===== src/rtl/psum_writeback.sv =====
// Drains partial-sum vectors from the corelet output FIFO into the psum SRAM,
// either overwriting stored sums or accumulating into them with per-lane saturation.
module psum_writeback #(
    parameter int col     = 8,
    parameter int psum_bw = 16,
    parameter int addr_bw = 11,
    parameter int num_out = 16
) (
    input  logic                     clk,
    input  logic                     reset,
    input  logic                     start,
    input  logic                     acc_mode,
    input  logic [addr_bw-1:0]       base_addr,
    input  logic                     ofifo_valid,
    input  logic [psum_bw*col-1:0]   psum_in,
    output logic                     ofifo_rd,
    output logic                     sram_cen,
    output logic                     sram_wen,
    output logic [addr_bw-1:0]       sram_addr,
    output logic [psum_bw*col-1:0]   sram_d,
    input  logic [psum_bw*col-1:0]   sram_q,
    output logic                     busy,
    output logic                     done
);

    localparam int CNT_W = (num_out > 1) ? $clog2(num_out) : 1;
    localparam logic [CNT_W-1:0] LAST = CNT_W'(num_out - 1);
    localparam logic signed [psum_bw-1:0] PSUM_MAX = {1'b0, {(psum_bw-1){1'b1}}};
    localparam logic signed [psum_bw-1:0] PSUM_MIN = {1'b1, {(psum_bw-1){1'b0}}};

    typedef enum logic [2:0] {IDLE, OVR, ACC_RD, ACC_WR, DONE} state_t;

    state_t               state, state_nxt;
    logic [CNT_W-1:0]     cnt, cnt_nxt;
    logic [addr_bw-1:0]   base;
    logic [addr_bw-1:0]   vec_addr;
    logic [psum_bw*col-1:0] acc_sum;

    // The extra sign bit exposes overflow: the top two bits differ only when the lane sum left range.
    function automatic logic signed [psum_bw-1:0] sat_add(
        input logic signed [psum_bw-1:0] a,
        input logic signed [psum_bw-1:0] b
    );
        logic signed [psum_bw:0] s;
        s = {a[psum_bw-1], a} + {b[psum_bw-1], b};
        if (s[psum_bw] != s[psum_bw-1])
            sat_add = s[psum_bw] ? PSUM_MIN : PSUM_MAX;
        else
            sat_add = s[psum_bw-1:0];
    endfunction

    always_comb begin
        acc_sum = '0;
        for (int k = 0; k < col; k++)
            acc_sum[k*psum_bw +: psum_bw] = sat_add(sram_q[k*psum_bw +: psum_bw],
                                                    psum_in[k*psum_bw +: psum_bw]);
    end

    // Address wraps modulo the SRAM size by construction of the addr_bw-wide sum.
    assign vec_addr = base + addr_bw'(cnt);

    always_ff @(posedge clk or negedge reset) begin
        if (!reset) begin
            state <= IDLE;
            cnt   <= '0;
            base  <= '0;
        end else begin
            state <= state_nxt;
            cnt   <= cnt_nxt;
            if (state == IDLE && start)
                base <= base_addr;
        end
    end

    always_comb begin
        state_nxt = state;
        cnt_nxt   = cnt;
        ofifo_rd  = 1'b0;
        sram_cen  = 1'b1;
        sram_wen  = 1'b1;
        sram_addr = '0;
        sram_d    = '0;
        busy      = (state != IDLE);
        done      = 1'b0;
        case (state)
            IDLE: begin
                if (start) begin
                    cnt_nxt   = '0;
                    state_nxt = acc_mode ? ACC_RD : OVR;
                end
            end
            OVR: begin
                if (ofifo_valid) begin
                    ofifo_rd  = 1'b1;
                    sram_cen  = 1'b0;
                    sram_wen  = 1'b0;
                    sram_addr = vec_addr;
                    sram_d    = psum_in;
                    cnt_nxt   = cnt + 1'b1;
                    if (cnt == LAST)
                        state_nxt = DONE;
                end
            end
            ACC_RD: begin
                if (ofifo_valid) begin
                    sram_cen  = 1'b0;
                    sram_addr = vec_addr;
                    state_nxt = ACC_WR;
                end
            end
            ACC_WR: begin
                // Guarded so a misbehaving FIFO can never be popped while empty.
                if (ofifo_valid) begin
                    ofifo_rd  = 1'b1;
                    sram_cen  = 1'b0;
                    sram_wen  = 1'b0;
                    sram_addr = vec_addr;
                    sram_d    = acc_sum;
                    cnt_nxt   = cnt + 1'b1;
                    state_nxt = (cnt == LAST) ? DONE : ACC_RD;
                end
            end
            DONE: begin
                done      = 1'b1;
                state_nxt = IDLE;
            end
            default: state_nxt = IDLE;
        endcase
    end

endmodule

===== config.mk =====
export PLATFORM = sky130hd
export DESIGN_NAME = psum_writeback
export DESIGN_NICKNAME = d
export VERILOG_FILES = /design/src/rtl/psum_writeback.sv
export SDC_FILE = /design/constraint.sdc
export NUM_CORES = 1
export LEC_CHECK = 0
export ABC_AREA = 1
export CAP_MARGIN = 20
export CORE_ASPECT_RATIO = 0.7
export CORE_MARGIN = 2
export CORE_UTILIZATION = 43
export CTS_BUF_LIST = sky130_fd_sc_hd__clkbuf_8
export CTS_CLUSTER_SIZE = 30
export DETAILED_ROUTE_END_ITERATION = 7
export GPL_ROUTABILITY_DRIVEN = 1
export PLACE_DENSITY = 0.93
export SLEW_MARGIN = 20
export SYNTH_ARGS = -nofsm -noshare
export SYNTH_HDL_FRONTEND = slang
export SYNTH_SLANG_ARGS = --single-unit

===== constraint.sdc =====
create_clock -name clk -period 3.6 [get_ports clk]
set_input_delay 0.72 -clock clk [delete_from_list [all_inputs] [get_ports clk]]
set_output_delay 0.72 -clock clk [all_outputs]
set_load 0.05 [all_outputs]

==> key figures, run 1 <==
Logic synthesis
  • Post-synth EDFFs: 0
  • Post-synthesis cell type count: 40
  • Synth area leaders: nand2_1 28%, ha_1 16%, nand3_1 12%
  • Cell taking the most area after synthesis: nand2_1
  • Synthesized instance count: 2066
  • Synthesized area: 0.0110 mm²
  • Syn Nets: 2488
  • Post-synth top area share: 28.4%
  • Yosys reg bits: 18
  • Top FF cell, synth: dfrtp_1
  • Yosys warns: 0
  • Async SR Flop Fraction: 100%
  • Part of the Yosys area used for sequential elements: 4.09%
  • Syn Area/Cell: 5.34 µm²

Global route
  • Number of global-route vias before repair: 26091
  • Grt total ovfl: 317
  • All-Layer GR Usage: 84.1%
  • Pin count of the biggest net entering global routing: 69
  • First-pass GRT wire length: 173000 µm

Run status
  • Tool error: [ERROR GRT-0116] Global routing finished with congestion. Check the congestion regions in the DRC Viewer.
  • Status: aborted with a tool error
  • Last stage: 5_1_grt

Floorplanning
  • Die Span X: 195 µm
  • I/O pin count: 416
  • Initial Util: 44.2%
  • Num rows: 48
  • Chip height: 138 µm

Placement
  • Pre-CTS WS: -857 ps
  • Port Buffers: 415
  • DP Wirelength: 45600 µm
  • Placer Congestion: 1.12

CTS
  • TritonCTS Buffers: 3
  • H-tree levels: 1
  • CTS max path bufs: 2
  • Clock Tree Root: clkbuf_8
  • Sink Count: 18
  • Hold Buf Count CTS: 0
## synth_stat cells, types with 14 or more instances
cell type,instances
inv_1,242
nand3b_1,16
nand2_1,834
nor3_1,17
a21oi_1,110
xor2_1,14
ha_1,141
nand2_2,33
nand4_1,23
o21ai_0,60
nand3_1,263
or2_2,14
dfrtp_1,18
nor2_1,120
buf_2,15
xnor2_1,32
o21bai_1,15
## repair_timing
action	4_1_cts
endpoints found under the setup margin	128
setup buffers	128
pin swaps	313
gates cloned	8
resized for setup	1021
## kinds of logic after synthesis
kind of cell,after synthesis,share of synthesized area (%)
AO/OA/AOI/OAI,217,11.6
XOR/XNOR,46,3.65
adder cells (fa/ha/maj),150,17.6
buffers and inverters,294,11.1
flip-flops,18,4.09
AND/OR/NAND/NOR,1341,51.9
## layer usage
layer,global-route usage (%),overflow
met1,79.8,8
met2,100,188
met3,73.9,9
met4,88.1,112
met5,49.8,0
## metrics by stage
step | util, % | std cells | instance area [µm²] | hold WS (ps)
after floorplan | - | 2066 | 11400 | 424
after global placement | 77.8 | 3062 | 19400 | 474
after detailed placement | 77.8 | 3062 | 19400 | 477
after CTS | 94.3 | 3201 | 23500 | 498
==> run 2: changes to the inputs <==
CORE_ASPECT_RATIO = unset   (was 0.7)
CORE_UTILIZATION = 40   (was 43)
CTS_BUF_LIST = unset   (was sky130_fd_sc_hd__clkbuf_8)
CTS_CLUSTER_SIZE = unset   (was 30)
PLACE_DENSITY = unset   (was 0.93)
PLACE_DENSITY_LB_ADDON = 0.15   (was unset)
clock period = 4.68 ns   (was 3.6 ns; I/O delays follow)
==> run 2 against run 1 <==
  * The run now ends clean
  * Synthesized cell count stayed put
  * Synthesized area stayed put
==> key figures, run 2 <==
CTS
  • Skew-Pair Late Insertion Delay: 250 ps
  • Clock Tree Root: clkbuf_16
  • CTS max path bufs: 2
  • Clk pin slew, worst setup/hold paths: 60 ps
  • Sink Count: 18
  • CTS tree: built
  • Hold Buf Count CTS: 0
  • H-tree levels: 1
  • TritonCTS Buffers: 3

Global route
  • Grt total ovfl: 0
  • All-Layer GR Usage: 30.0%
  • First-pass GRT wire length: 71800 µm
  • Number of global-route vias before repair: 14648
  • Pin count of the biggest net entering global routing: 74
  • Initial antenna violation count: 9

Route
  • First-pass DRT Iterations: 6
  • DR WL/cell: 15.5 µm
  • 1st-iter DRT viols: 822
  • Antenna-violating nets left: 0
  • Vias/cell: 5.16
  • Routed wl met3: 3220 µm
  • Max Used Layer: met5
  • Post-route DRC: 0
  • WL met1: 19000 µm
  • Drt total wl: 45900 µm
  • Vias: 15249
  • WL met2: 22000 µm

Pwr
  • Leak: 9.73 nW
  • Tot Pwr: 6.02 mW
  • Largest vdd supply drop: 221 µV
  • PD cells: 318 mW/mm²

STA
  • Setup tns final: 0 ps
  • Final setup violation count: 0
  • Crit share post-route: 98.9%
  • Hold Fails Final Rpt: 0
  • Slew Limit Fails: 0
  • Hold Slack: 484 ps
  • Relative slew slack: 42.6%
  • Min Tclk post-route: 4630 ps
  • Clock skew: 1.59 ps
  • Final worst slack: 53.3 ps
  • Worst Max-Slew Pin Slew: 858 ps
  • Max Freq: 0.216 GHz
  • RSZ-0062 raised after global routing: yes

Logic synthesis
  • Post-synth EDFFs: 0
  • Synthesized instance count: 2066
  • Top FF cell, synth: dfrtp_1
  • Synth area leaders: nand2_1 28%, ha_1 16%, nand3_1 12%
  • Syn Nets: 2488
  • Synthesized area: 0.0110 mm²
  • Cell taking the most area after synthesis: nand2_1
  • Async SR Flop Fraction: 100%
  • Part of the Yosys area used for sequential elements: 4.09%
  • Post-synth top area share: 28.4%
  • Synth top cells by count: 834 x nand2_1, 263 x nand3_1, 242 x inv_1
  • Yosys warns: 0
  • Count leader, synth: nand2_1
  • Yosys reg bits: 18
  • Post-synthesis cell type count: 40
  • Syn Area/Cell: 5.34 µm²

Run status
  • Status: completed

Finish
  • Biggest register: base
  • Final net count: 3029
  • Max reg flops: 11
  • Most common cell after layout, fill and taps aside: nand2_1
  • Fillers: 2404
  • Most frequent cells in the layout: 788 x nand2_1, 260 x clkdlybuf4s50_1, 239 x inv_1, 239 x nand3_1, 156 x buf_4
  • Biggest regs: base x11, cnt x4, state x3
  • Synth-to-layout area growth: 71.4%
  • Fin util: 69.9%
  • Fin cells: 2954
  • Share of cells above drive strength 1: 20.7%
  • Cell area after layout: 0.0189 mm²

Critical path
  • Critical-path maximum fanout: 4
  • Endpoint class of the critical path: primary output
  • Critical path data required time: 3740 ps
  • R2R Path Start: state[1]$_DFFE_PN0P_
  • CP Class: input port to primary output
  • Reg2Reg Capture Point: base[9]$_DFFE_PN0P_
  • R2r worst-path depth: 5
  • Worst Path Arrival: 3690 ps
  • Critical path launch point type: input port
  • Reg2reg setup slack: 2870 ps

Floorplanning
  • Core area: 0.0270 mm²
  • Die area: 0.0289 mm²
  • Chip height: 170 µm
  • Num rows: 60
  • Initial Util: 40.8%
  • I/O pin count: 416
  • Die Span X: 170 µm

Placement
  • DP Wirelength: 37900 µm
  • Placed cell count: 2930
  • DP Area: 0.0178 mm²
  • Port Buffers: 415
  • Pre-CTS WS: -277 ps
  • Placer Congestion: 1.01

Run
  • Max-cap check violation count: 0

Min path
  • Critical hold path startpoint: base[0]$_DFFE_PN0P_
  • Min-Delay Path Depth: 2
  • Hold EP: base[0]$_DFFE_PN0P_
  • Hold Crit Class: register to register
-- run 2: cell counts after synthesis --
No cell type changed its count.
-- run 2: routing by layer --
layer	vias up	GRT usage, %
met5	-	0
met4	4	11.0
met3	93	4.67
met2	545	52.6
met1	6851	37.1
li1	7756	-
-- run 2: power by group --
part | leakage (nW) | switching (mW) | internal (mW)
Clock | 0.0442 | 0.0632 | 0.130
Sequential | 0.229 | 0.0729 | 0.220
Combinational | 9.46 | 3.18 | 2.35
Total | 9.73 | 3.32 | 2.70
-- run 2: how the worst max path moves through the flow --
stage | start | end | slack [ps]
after floorplan | psum_in[64] | sram_d[79] | 200
after global placement | psum_in[66] | sram_d[75] | -240
after detailed placement | psum_in[66] | sram_d[75] | -280
after CTS | sram_q[10] | sram_d[9] | -2
after global routing | psum_in[11] | sram_d[0] | -60
final | psum_in[78] | sram_d[65] | 50
-- run 2: layout make-up --
| class | instances | area (µm²) | area share (%) |
|---|---|---|---|
| Inverter | 252 | 950 | 5.03 |
| Timing Repair inverter | 1 | 7.51 | 0.0397 |
| Sequential cell | 18 | 450 | 2.38 |
| Antenna cell | 7 | 17.5 | 0.0927 |
| Tap cell | 341 | 427 | 2.26 |
| Multi-Input combinational cell | 1754 | 10200 | 54.0 |
| Clock buffer | 4 | 88.8 | 0.470 |
| Timing Repair Buffer | 577 | 6750 | 35.7 |
-- run 2: what timing repair did --
item	in CTS	in global routing
pin swaps	9	47
setup buffers	2	10
setup endpoints to repair	60	60
gates cloned	1	0
gates resized for setup	63	140
-- run 2: cells by family (layout without fill, tap and decap cells) --
family | after synthesis | count (layout) | share of synthesized area (%)
buffers and inverters | 294 | 834 | 11.1
and+or+nand+nor | 1341 | 1341 | 51.9
DFF | 18 | 18 | 4.09
adders and majority gates | 150 | 150 | 17.6
AOI/OAI and AO/OA | 217 | 217 | 11.6
xor gates and xnor gates | 46 | 46 | 3.65
other | 0 | 7 | 0
-- run 2: critical path: stages --
cell,delay (ps)
clkdlybuf4s50_1,500
ha_1,370
nand2_1,130
a21oi_1,50
or2_0,210
a21oi_2,220
nand2_2,80
nand2_2,80
and2_4,160
ha_4,200
buf_4,160
or2_2,270
nand3_1,100
nand2_2,80
buf_12,150
Note: power is estimated with default switching activity, not from simulation.
==> run 3: changes to the inputs <==
REMOVE_ABC_BUFFERS = 1   (was unset)
SETUP_SLACK_MARGIN = 0.3   (was unset)
==> run 3 against run 2 <==
  * Register-to-register slack improved by 70 ps
  * Combinational power increased by 4.7%
  * Die area unchanged
  * Sequential power decreased by 2%
  * Sequential share of layout area decreased by 0.15 points
  * Clock skew increased by 1.5 ps
  * Sequential cell count unchanged
  * Power increased by 4.1%
  * Critical endpoint is now sram_d[69]
  * Largest cell class unchanged
==> key figures, run 3 (synthesis results as in run 2) <==
STA
  • Crit share post-route: 93.1%
  • Max Freq: 0.229 GHz
  • RSZ-0062 raised after global routing: yes
  • Final setup violation count: 0
  • Hold Fails Final Rpt: 0
  • Min Tclk post-route: 4360 ps
  • Final worst slack: 321 ps
  • Relative slew slack: 42.8%
  • Slew Limit Fails: 0
  • Clock skew: 3.11 ps
  • Worst Max-Slew Pin Slew: 856 ps

Floorplanning
  • I/O pin count: 416
  • Core area: 0.0270 mm²
  • Chip height: 170 µm
  • Die area: 0.0289 mm²
  • Die Span X: 170 µm
  • Initial Util: 40.8%
  • Num rows: 60

Critical path
  • Slowest cell on the critical path: ha_4
  • Reg2reg setup slack: 2940 ps
  • Worst Setup SP: sram_q[68]
  • Worst Path Arrival: 3420 ps
  • Critical path launch point type: input port
  • R2R Path Start: cnt[1]$_DFFE_PN0P_
  • Slowest stage delay, CP: 280 ps
  • Crit-path cells: dlygate4sd2_1 -> ha_4 -> buf_4 -> a21oi_4 -> o21ai_2 -> nand2_1 -> nand3_2 -> nand4_1 -> nand2_2 -> xor2_2 -> ha_4 -> buf_6 -> a21oi_1 -> o21ai_0 -> nand3_1 -> nand2_2 -> buf_12
  • CP Class: input port to primary output
  • Critical-path maximum fanout: 5
  • Endpoint class of the critical path: primary output
  • Critical path data required time: 3740 ps

Pwr
  • PD cells: 311 mW/mm²
  • Int Pwr: 2.86 mW
  • Clock share of power: 3.1%
  • Combinational power share: 92.3%
  • Leak: 10.4 nW
  • Largest vdd supply drop: 279 µV
  • Tot Pwr: 6.27 mW
  • Net Sw Power: 3.41 mW
  • Net Sw Frac: 54.4%
  • Sequential Power Share: 4.6%

Run
  • Max-cap check violation count: 0

Finish
  • Fin util: 74.6%
  • Fillers: 2188
  • Biggest regs: base x11, cnt x4, state x3
  • Share of cells above drive strength 1: 27.5%
  • Synth-to-layout area growth: 82.8%
  • Final net count: 3084
  • Most frequent cells in the layout: 736 x nand2_1, 234 x inv_1, 227 x nand3_1
  • Biggest register: base
  • Max reg flops: 11
  • Fin cells: 3018
  • Most common cell after layout, fill and taps aside: nand2_1

Route
  • Vias/cell: 5.29
  • Antenna-violating nets left: 0
  • Drt total wl: 48000 µm
  • First-pass DRT Iterations: 5
  • Vias: 15974
  • 1st-iter DRT viols: 1016
  • Post-route DRC: 0
  • DR WL/cell: 15.9 µm

CTS
  • Clock Tree Root: clkbuf_16
  • Clk pin slew, worst setup/hold paths: 50 ps
  • CTS tree: built
  • Sink Count: 18
  • CTS max path bufs: 2
  • H-tree levels: 1
  • Skew-Pair Late Insertion Delay: 250 ps
  • TritonCTS Buffers: 3

Global route
  • Initial antenna violation count: 14
  • Number of global-route vias before repair: 15454
  • Pin count of the biggest net entering global routing: 68
  • Grt total ovfl: 0
  • First-pass GRT wire length: 72400 µm
  • All-Layer GR Usage: 30.2%

Min path
  • Critical hold path startpoint: base[3]$_DFFE_PN0P_
  • Hold Crit Class: register to register

Run status
  • Status: completed

Placement
  • Port Buffers: 415
  • Placer Congestion: 0.940
  • Placed cell count: 2925
  • DP Wirelength: 36700 µm
  • Pre-CTS WS: -322 ps
## run 3: timing repair
action / 4_1_cts / 5_1_grt
setup endpoints to repair: 111 / 124
resized for setup: 271 / 229
cloned: 0 / 5
setup buffers: 44 / 24
hold buffers: 0 / 0
pin swaps: 93 / 110
## run 3: per-layer routing
metal,share of wire [%],global-route usage [%]
met5,0.056,0
met2,50,56.8
met1,38,33.6
met3,7.3,4.40
met4,4.5,13.4
## run 3: metrics by stage
stage | setup TNS, ps | cell area [µm²] | hold WS, ps
after floorplan | -81020 | 10700 | 453
after detailed placement | -10140 | 17800 | 479
after global placement | -5980 | 17800 | 469
after global routing | 0 | 20100 | 520
after CTS | 0 | 19200 | 493
final | 0 | 20200 | 493
## run 3: layout make-up
type / instances / area (µm²) / area share [%]
Sequential cell: 18 / 450 / 2.24
Tap cell: 341 / 427 / 2.12
Clock buffer: 4 / 88.8 / 0.441
Antenna cell: 16 / 40.0 / 0.199
Inverter: 252 / 946 / 4.69
Multi-Input combinational cell: 1755 / 11000 / 54.5
Timing Repair Buffer: 632 / 7220 / 35.8
## run 3: worst paths after layout
kind                       cells past startpoint                    to
setup / recovery                              17            sram_d[69]
hold / removal                                 2   base[3]$_DFFE_PN0P_
setup reg to reg                               6  state[0]$_DFFE_PN0P_
hold reg to reg                                2   base[3]$_DFFE_PN0P_
max in group asynchronous                      1    cnt[0]$_DFFE_PN0P_
min in group asynchronous                      1   base[8]$_DFFE_PN0P_
## run 3: critical path: cells and delay by family
| family | cells | cell delay [ps] |
|---|---|---|
| adder cells (fa/ha/maj) | 2 | 530 |
| XOR/XNOR | 1 | 160 |
| AO/OA/AOI/OAI | 4 | 450 |
| buffers and inverters | 4 | 690 |
| AND/OR/NAND/NOR | 6 | 640 |
## run 3: power by group through the flow
stage	Combinational, mW	Clock [mW]	Sequential, mW
after global routing	6.14	0.200	0.298
after floorplan	2.86	0	0.268
final	5.79	0.193	0.287
after CTS	5.53	0.191	0.287
after global placement	5.25	0	0.286
after detailed placement	5.29	0	0.288
